## config.mk

```make
export PLATFORM = sky130hd
export DESIGN_NAME = rr_mux_sequencer_flat
export DESIGN_NICKNAME = d
export VERILOG_FILES = /design/src/rtl/rr_mux_sequencer_if.sv /design/src/rtl/rr_mux_sequencer.sv /design/src/flat_wrapper.sv
export SDC_FILE = /design/constraint.sdc
export NUM_CORES = 1
export LEC_CHECK = 0
export ABC_AREA = 1
export CORE_MARGIN = 5
export CORE_UTILIZATION = 55
export DETAILED_ROUTE_END_ITERATION = 8
export PLACE_DENSITY = 0.78
export RECOVER_POWER = 100
export SETUP_SLACK_MARGIN = 0.2
export SLEW_MARGIN = 25
export SYNTH_ARGS = -nofsm -noshare
export SYNTH_HDL_FRONTEND = slang
export SYNTH_SLANG_ARGS = --single-unit
```

## constraint.sdc

```tcl
create_clock -name clk -period 1.8 [get_ports clk]
set_input_delay 0.36 -clock clk [delete_from_list [all_inputs] [get_ports clk]]
set_output_delay 0.36 -clock clk [all_outputs]
set_load 0.05 [all_outputs]
```

## src/rtl/rr_mux_sequencer_if.sv

```systemverilog
// Request/grant bundle between the four requesters and the mux sequencer.
// master: requester side (drives req, observes the mux controls).
// slave : sequencer side (samples req, drives sel/en/grant/busy/done).
interface rr_mux_sequencer_if #(
  parameter int NUM_CH = 4
);
  localparam int SEL_W = $clog2(NUM_CH);

  logic [NUM_CH-1:0] req;
  logic [SEL_W-1:0]  sel;
  logic              en;
  logic [NUM_CH-1:0] grant;
  logic              busy;
  logic              done;

  modport master (
    output req,
    input  sel, en, grant, busy, done
  );

  modport slave (
    input  req,
    output sel, en, grant, busy, done
  );
endinterface

```

## src/rtl/rr_mux_sequencer.sv

```systemverilog
// Round-robin sequencer for a 4-channel blanking mux. Grants one channel for
// at most HOLD cycles, then blanks the mux for GAP cycles before sel moves.
// Every output comes straight from a flop; req only reaches the next state.
module rr_mux_sequencer #(
  parameter int HOLD = 4,  // max granted cycles, 1..15
  parameter int GAP  = 1   // blanking cycles after each grant, 0..3
) (
  input  logic                clk,
  input  logic                rst_n,
  rr_mux_sequencer_if.slave   bus
);
  localparam int NUM_CH = 4;
  localparam int SEL_W  = 2;

  typedef enum logic [1:0] {
    S_IDLE  = 2'd0,
    S_GRANT = 2'd1,
    S_GAP   = 2'd2
  } state_t;

  state_t              state, state_nxt;
  logic [SEL_W-1:0]    last, last_nxt;
  logic [SEL_W-1:0]    sel_q, sel_nxt;
  logic [3:0]          cnt, cnt_nxt;
  logic [1:0]          gcnt, gcnt_nxt;
  logic                en_q, en_nxt;
  logic [NUM_CH-1:0]   grant_q, grant_nxt;
  logic                busy_q, busy_nxt;
  logic                done_q, done_nxt;

  logic                pick_vld;
  logic [SEL_W-1:0]    pick;
  logic [SEL_W-1:0]    cand;
  logic                grant_end;

  // Rotating priority search: first requester after the last one served.
  // The offset wraps mod 4, so offset 4 lands back on last itself, which is
  // what lets a sole requester be regranted.
  always_comb begin
    pick_vld = 1'b0;
    pick     = last;
    cand     = '0;
    for (int k = 1; k <= NUM_CH; k++) begin
      cand = last + SEL_W'(k);
      if (!pick_vld && bus.req[cand]) begin
        pick_vld = 1'b1;
        pick     = cand;
      end
    end
  end

  // A grant ends on hold expiry or when its own requester lets go.
  assign grant_end = (cnt == 4'd0) || !bus.req[sel_q];

  // Next-state and datapath: pointer, select, hold and gap counters.
  always_comb begin
    state_nxt = state;
    last_nxt  = last;
    sel_nxt   = sel_q;
    cnt_nxt   = cnt;
    gcnt_nxt  = gcnt;
    done_nxt  = 1'b0;
    unique case (state)
      S_IDLE: begin
        if (pick_vld) begin
          state_nxt = S_GRANT;
          last_nxt  = pick;
          sel_nxt   = pick;
          cnt_nxt   = 4'(HOLD - 1);
        end
      end
      S_GRANT: begin
        if (grant_end) begin
          done_nxt = 1'b1;
          if (GAP > 0) begin
            // sel is held through the gap so it only moves while blanked
            state_nxt = S_GAP;
            gcnt_nxt  = 2'(GAP - 1);
          end else if (pick_vld) begin
            state_nxt = S_GRANT;
            last_nxt  = pick;
            sel_nxt   = pick;
            cnt_nxt   = 4'(HOLD - 1);
          end else begin
            state_nxt = S_IDLE;
          end
        end else begin
          cnt_nxt = cnt - 4'd1;
        end
      end
      S_GAP: begin
        if (gcnt == 2'd0) begin
          if (pick_vld) begin
            state_nxt = S_GRANT;
            last_nxt  = pick;
            sel_nxt   = pick;
            cnt_nxt   = 4'(HOLD - 1);
          end else begin
            state_nxt = S_IDLE;
          end
        end else begin
          gcnt_nxt = gcnt - 2'd1;
        end
      end
      default: begin
        state_nxt = S_IDLE;
      end
    endcase
  end

  // Registered mux controls are a pure function of the upcoming state.
  always_comb begin
    en_nxt    = (state_nxt != S_GRANT);
    busy_nxt  = (state_nxt != S_IDLE);
    grant_nxt = (state_nxt == S_GRANT) ? (4'b0001 << sel_nxt) : '0;
  end

  // State and output registers with synchronous active-low reset.
  always_ff @(posedge clk) begin
    if (!rst_n) begin
      state   <= S_IDLE;
      last    <= 2'd3;
      sel_q   <= '0;
      cnt     <= '0;
      gcnt    <= '0;
      en_q    <= 1'b1;
      grant_q <= '0;
      busy_q  <= 1'b0;
      done_q  <= 1'b0;
    end else begin
      state   <= state_nxt;
      last    <= last_nxt;
      sel_q   <= sel_nxt;
      cnt     <= cnt_nxt;
      gcnt    <= gcnt_nxt;
      en_q    <= en_nxt;
      grant_q <= grant_nxt;
      busy_q  <= busy_nxt;
      done_q  <= done_nxt;
    end
  end

  assign bus.sel   = sel_q;
  assign bus.en    = en_q;
  assign bus.grant = grant_q;
  assign bus.busy  = busy_q;
  assign bus.done  = done_q;

  // Output invariants seen by the mux.
  a_grant_onehot0 : assert property (@(posedge clk) disable iff (!rst_n)
    $onehot0(grant_q));
  a_grant_vs_en   : assert property (@(posedge clk) disable iff (!rst_n)
    ((grant_q != '0) == !en_q));
  a_grant_vs_sel  : assert property (@(posedge clk) disable iff (!rst_n)
    ((grant_q == '0) || (grant_q == (4'b0001 << sel_q))));
endmodule

```

## src/flat_wrapper.sv

```systemverilog
// flat-port wrapper written by rule: the top's interface ports become plain ports
module rr_mux_sequencer_flat 
#(
  parameter int HOLD = 4,                              
  parameter int GAP  = 1                                            
)
  (clk, rst_n, bus_req, bus_sel, bus_en, bus_grant, bus_busy, bus_done);
  rr_mux_sequencer_if bus_i ();
  input  logic clk;
  input  logic rst_n;
  input wire logic [$bits(bus_i.req)-1:0] bus_req;
  output wire logic [$bits(bus_i.sel)-1:0] bus_sel;
  output wire logic [$bits(bus_i.en)-1:0] bus_en;
  output wire logic [$bits(bus_i.grant)-1:0] bus_grant;
  output wire logic [$bits(bus_i.busy)-1:0] bus_busy;
  output wire logic [$bits(bus_i.done)-1:0] bus_done;
  assign bus_i.req = bus_req;
  assign bus_sel = bus_i.sel;
  assign bus_en = bus_i.en;
  assign bus_grant = bus_i.grant;
  assign bus_busy = bus_i.busy;
  assign bus_done = bus_i.done;
  rr_mux_sequencer #(.HOLD(HOLD), .GAP(GAP)) u_core (.clk(clk), .rst_n(rst_n), .bus(bus_i));
endmodule
```

==> flow_summary_export.csv <==
group,metric,value,unit
logic_synthesis,syn_inst,189,
logic_synthesis,syn_area,1260,µm²
clock_tree,clock_latency,0.31,ns
layout,drive_above_1_share,29.8,%
detailed_routing,vias,1235,
detailed_routing,drcViolationCount,0,
logic_synthesis,syn_nets,201,
detailed_routing,first_iter_violations,31,
power_and_ir_drop,power-per-cell-area,1990,nW/µm²
sta,setup_tns,0,ns
sta,rsz0062_at_grt,"true",
logic_synthesis,synth_seq_area_share,30.1,%
clock_tree,clockRootBuffer,"clkbuf_4",
layout,antenna_cells,0,
detailed_routing,first_pass_iters,4,
detailed_routing,wirelength,2890,µm
critical_path,startpoint_type,"register",
logic_synthesis,async_reset_ff_share,0,%
placed_design,placed_cells,235,
clock_tree,clk_path_buf_depth,2,
logic_synthesis,ys_seq_elements,19,
logic_synthesis,synth.distinct_cells,27,
logic_synthesis,synth-main-ff-cell,"dfxtp_1",
layout,final_area,1580,µm²
floorplanning,ios,15,
detailed_routing,wl_per_cell,11.9,µm
logic_synthesis,synth_edf_count,0,
power_and_ir_drop,power,0.00313,W
sta,tightest_slew,0.603,ns
clock_tree,htree_levels,1,
run_status,status,"completed",
sta,max_freq,590,MHz
critical_path,critPathCaptureType,"register",
critical_path,cp.required,2.00,ns
sta,hold_violations,0,
logic_synthesis,synth.avg_cell_area,6.69,µm²
critical_path,crit_fanout,8,
layout,layout_common_cells,"nand2_1 (43), inv_1 (23), nor2_1 (14), dfxtp_1 (14)",
detailed_routing,vias_per_cell,5.08,
logic_synthesis,synth_warnings,0,
clock_tree,numClockSinks,19,
sta,layout_min_cycle_time,1.70,ns
global_routing,grt_first_pass_wirelength,4730,µm
layout,final_common_cell,"nand2_1",
critical_path,critical_path_arrival,1.90,ns
floorplanning,die_width,57.9,µm
clock_tree,clk_pin_slew,0.12,ns
placed_design,dp_hpwl,2120,µm
floorplanning,initial_core_util,57.1,%
global_routing,grt_pass1_vias,1162,
power_and_ir_drop,p_leak,0.774,nW
sta,finalCritPeriodShare,94.2,%
power_and_ir_drop,ir_drop,1.05,mV
global_routing,grt_max_degree,12,
sta,finClkSkew,0.0134,ns
clock_tree,cts_made_buffers,3,
critical_path,crit_type,"reg -> reg",
placed_design,dpl-instance-area,1450,µm²
global_routing,grt_use_total,18.0,%
layout,layout.nets,228,
placed_design,globalplace.congestion,0.868,
sta,slew_violations,0,
placed_design,io_buffers,14,
min_path,hold_path_class,"reg -> reg",
flow_run,drv_cap,0,
floorplanning,core_area,2210,µm²
floorplanning,die_y,57.9,µm
detailed_routing,antenna_left,0,
global_routing,antenna_found_initial,0,
layout,final_cells,243,
global_routing,overflow,0,
layout,syn2layout_area_growth,24.7,%
sta,final-setup-viol-count,0,
floorplanning,dieArea,3360,µm²
sta,max-slew-margin-rel,60.0,%
floorplanning,fp-row-count,17,
clock_tree,cts_tree,"yes",
clock_tree,postCtsHoldBufs,0,
## registers in the layout, summed over array words and instances, names as in the netlist
name              cells
u_core.bus.busy       1
u_core.bus.done       1
u_core.bus.en         1
u_core.state          2
u_core.cnt            4
u_core.gcnt           2
u_core.bus.sel        2
u_core.last           2
u_core.bus.grant      4
## power breakdown
group / switching (W) / internal, W / total, W
sequential: 0.000112 / 0.000578 / 0.000690
combinational: 0.00142 / 0.000791 / 0.00222
clock: 0.000139 / 0.0000830 / 0.000222
total: 0.00168 / 0.00145 / 0.00313
## critical path, cell delays in order, from the launching register on
cell	delay, ns
dfxtp_2	0.41
inv_4	0.07
nand2_1	0.14
nand2_2	0.08
nand2_1	0.09
nand2_2	0.06
nor2_4	0.13
nand4_1	0.09
a21oi_1	0.28
nor2_4	0.10
nand2_2	0.08
nor2_1	0.04
## layout make-up
class | count | area (µm²)
multi-input cells | 137 | 830
fillers | 190 | 637
flip-flops and latches | 19 | 392
repair buffers | 25 | 174
inverters | 30 | 118
well taps | 28 | 35.0
clock buffers | 3 | 22.5
clock inverters | 1 | 5.00
## logic make-up after synthesis
kind of cell | share of synthesized area, %
AND/OR/NAND/NOR | 39.7
buffers and inverters | 11.2
AO/OA/AOI/OAI | 11.0
flip-flops | 30.1
adder cells (fa/ha/maj) | 5.94
XOR/XNOR | 2.08
## metal layers
| layer | wire length (µm) | part of all wire (%) | vias up | GRT usage [%] |
|---|---|---|---|---|
| li1 | - | - | 646 | - |
| met1 | 1190 | 41 | 563 | 19.7 |
| met5 | 0 | 0 | - | 0 |
| met3 | 93 | 3.2 | 8 | 3.79 |
| met4 | 65 | 2.2 | 0 | 7.95 |
| met2 | 1550 | 54 | 18 | 32.9 |
## worst paths after layout
path / startpoint / endpoint / slack [ns] / cells past startpoint
min: u_core.gcnt[1] / u_core.gcnt[1] / 0.49 / 2
min reg2reg: u_core.gcnt[1] / u_core.gcnt[1] / 0.49 / 2
max: u_core.last[0] / u_core.bus.grant[2] / 0.10 / 11
max reg2reg: u_core.last[0] / u_core.bus.grant[2] / 0.10 / 11
## through the flow
stage | hold WS [ns] | setup WS [ns] | util [%]
floorplan | 0.443 | 0.221 | -
global placement | 0.453 | -0.132 | 65.3
detailed placement | 0.477 | -0.215 | 65.3
CTS | 0.495 | 0.163 | 68.8
global route | 0.529 | -0.0228 | 71.2
finish | 0.493 | 0.104 | 71.2
## Yosys cell counts, types with 2 or more instances
master	number	area [µm²]
nand2_1	51	191
inv_1	25	93.8
dfxtp_1	19	380
nand2_2	15	93.8
nor2_1	15	56.3
a21oi_1	12	60.1
nand3_1	9	45.0
ha_1	6	75.1
o21ai_0	6	30.0
inv_2	4	15.0
nand4_1	4	25.0
o21ai_1	3	15.0
a21oi_2	2	17.5
buf_6	2	22.5
nand3_2	2	20.0
nor2_4	2	22.5
xor2_1	2	17.5
## repair_timing
action / CTS / global route
gates cloned: 0 / 0
pin swaps: 16 / 13
resized for setup: 19 / 27
endpoints found under the setup margin: 15 / 17
setup buffers: 3 / 1
(Power assumes the default switching activity.)
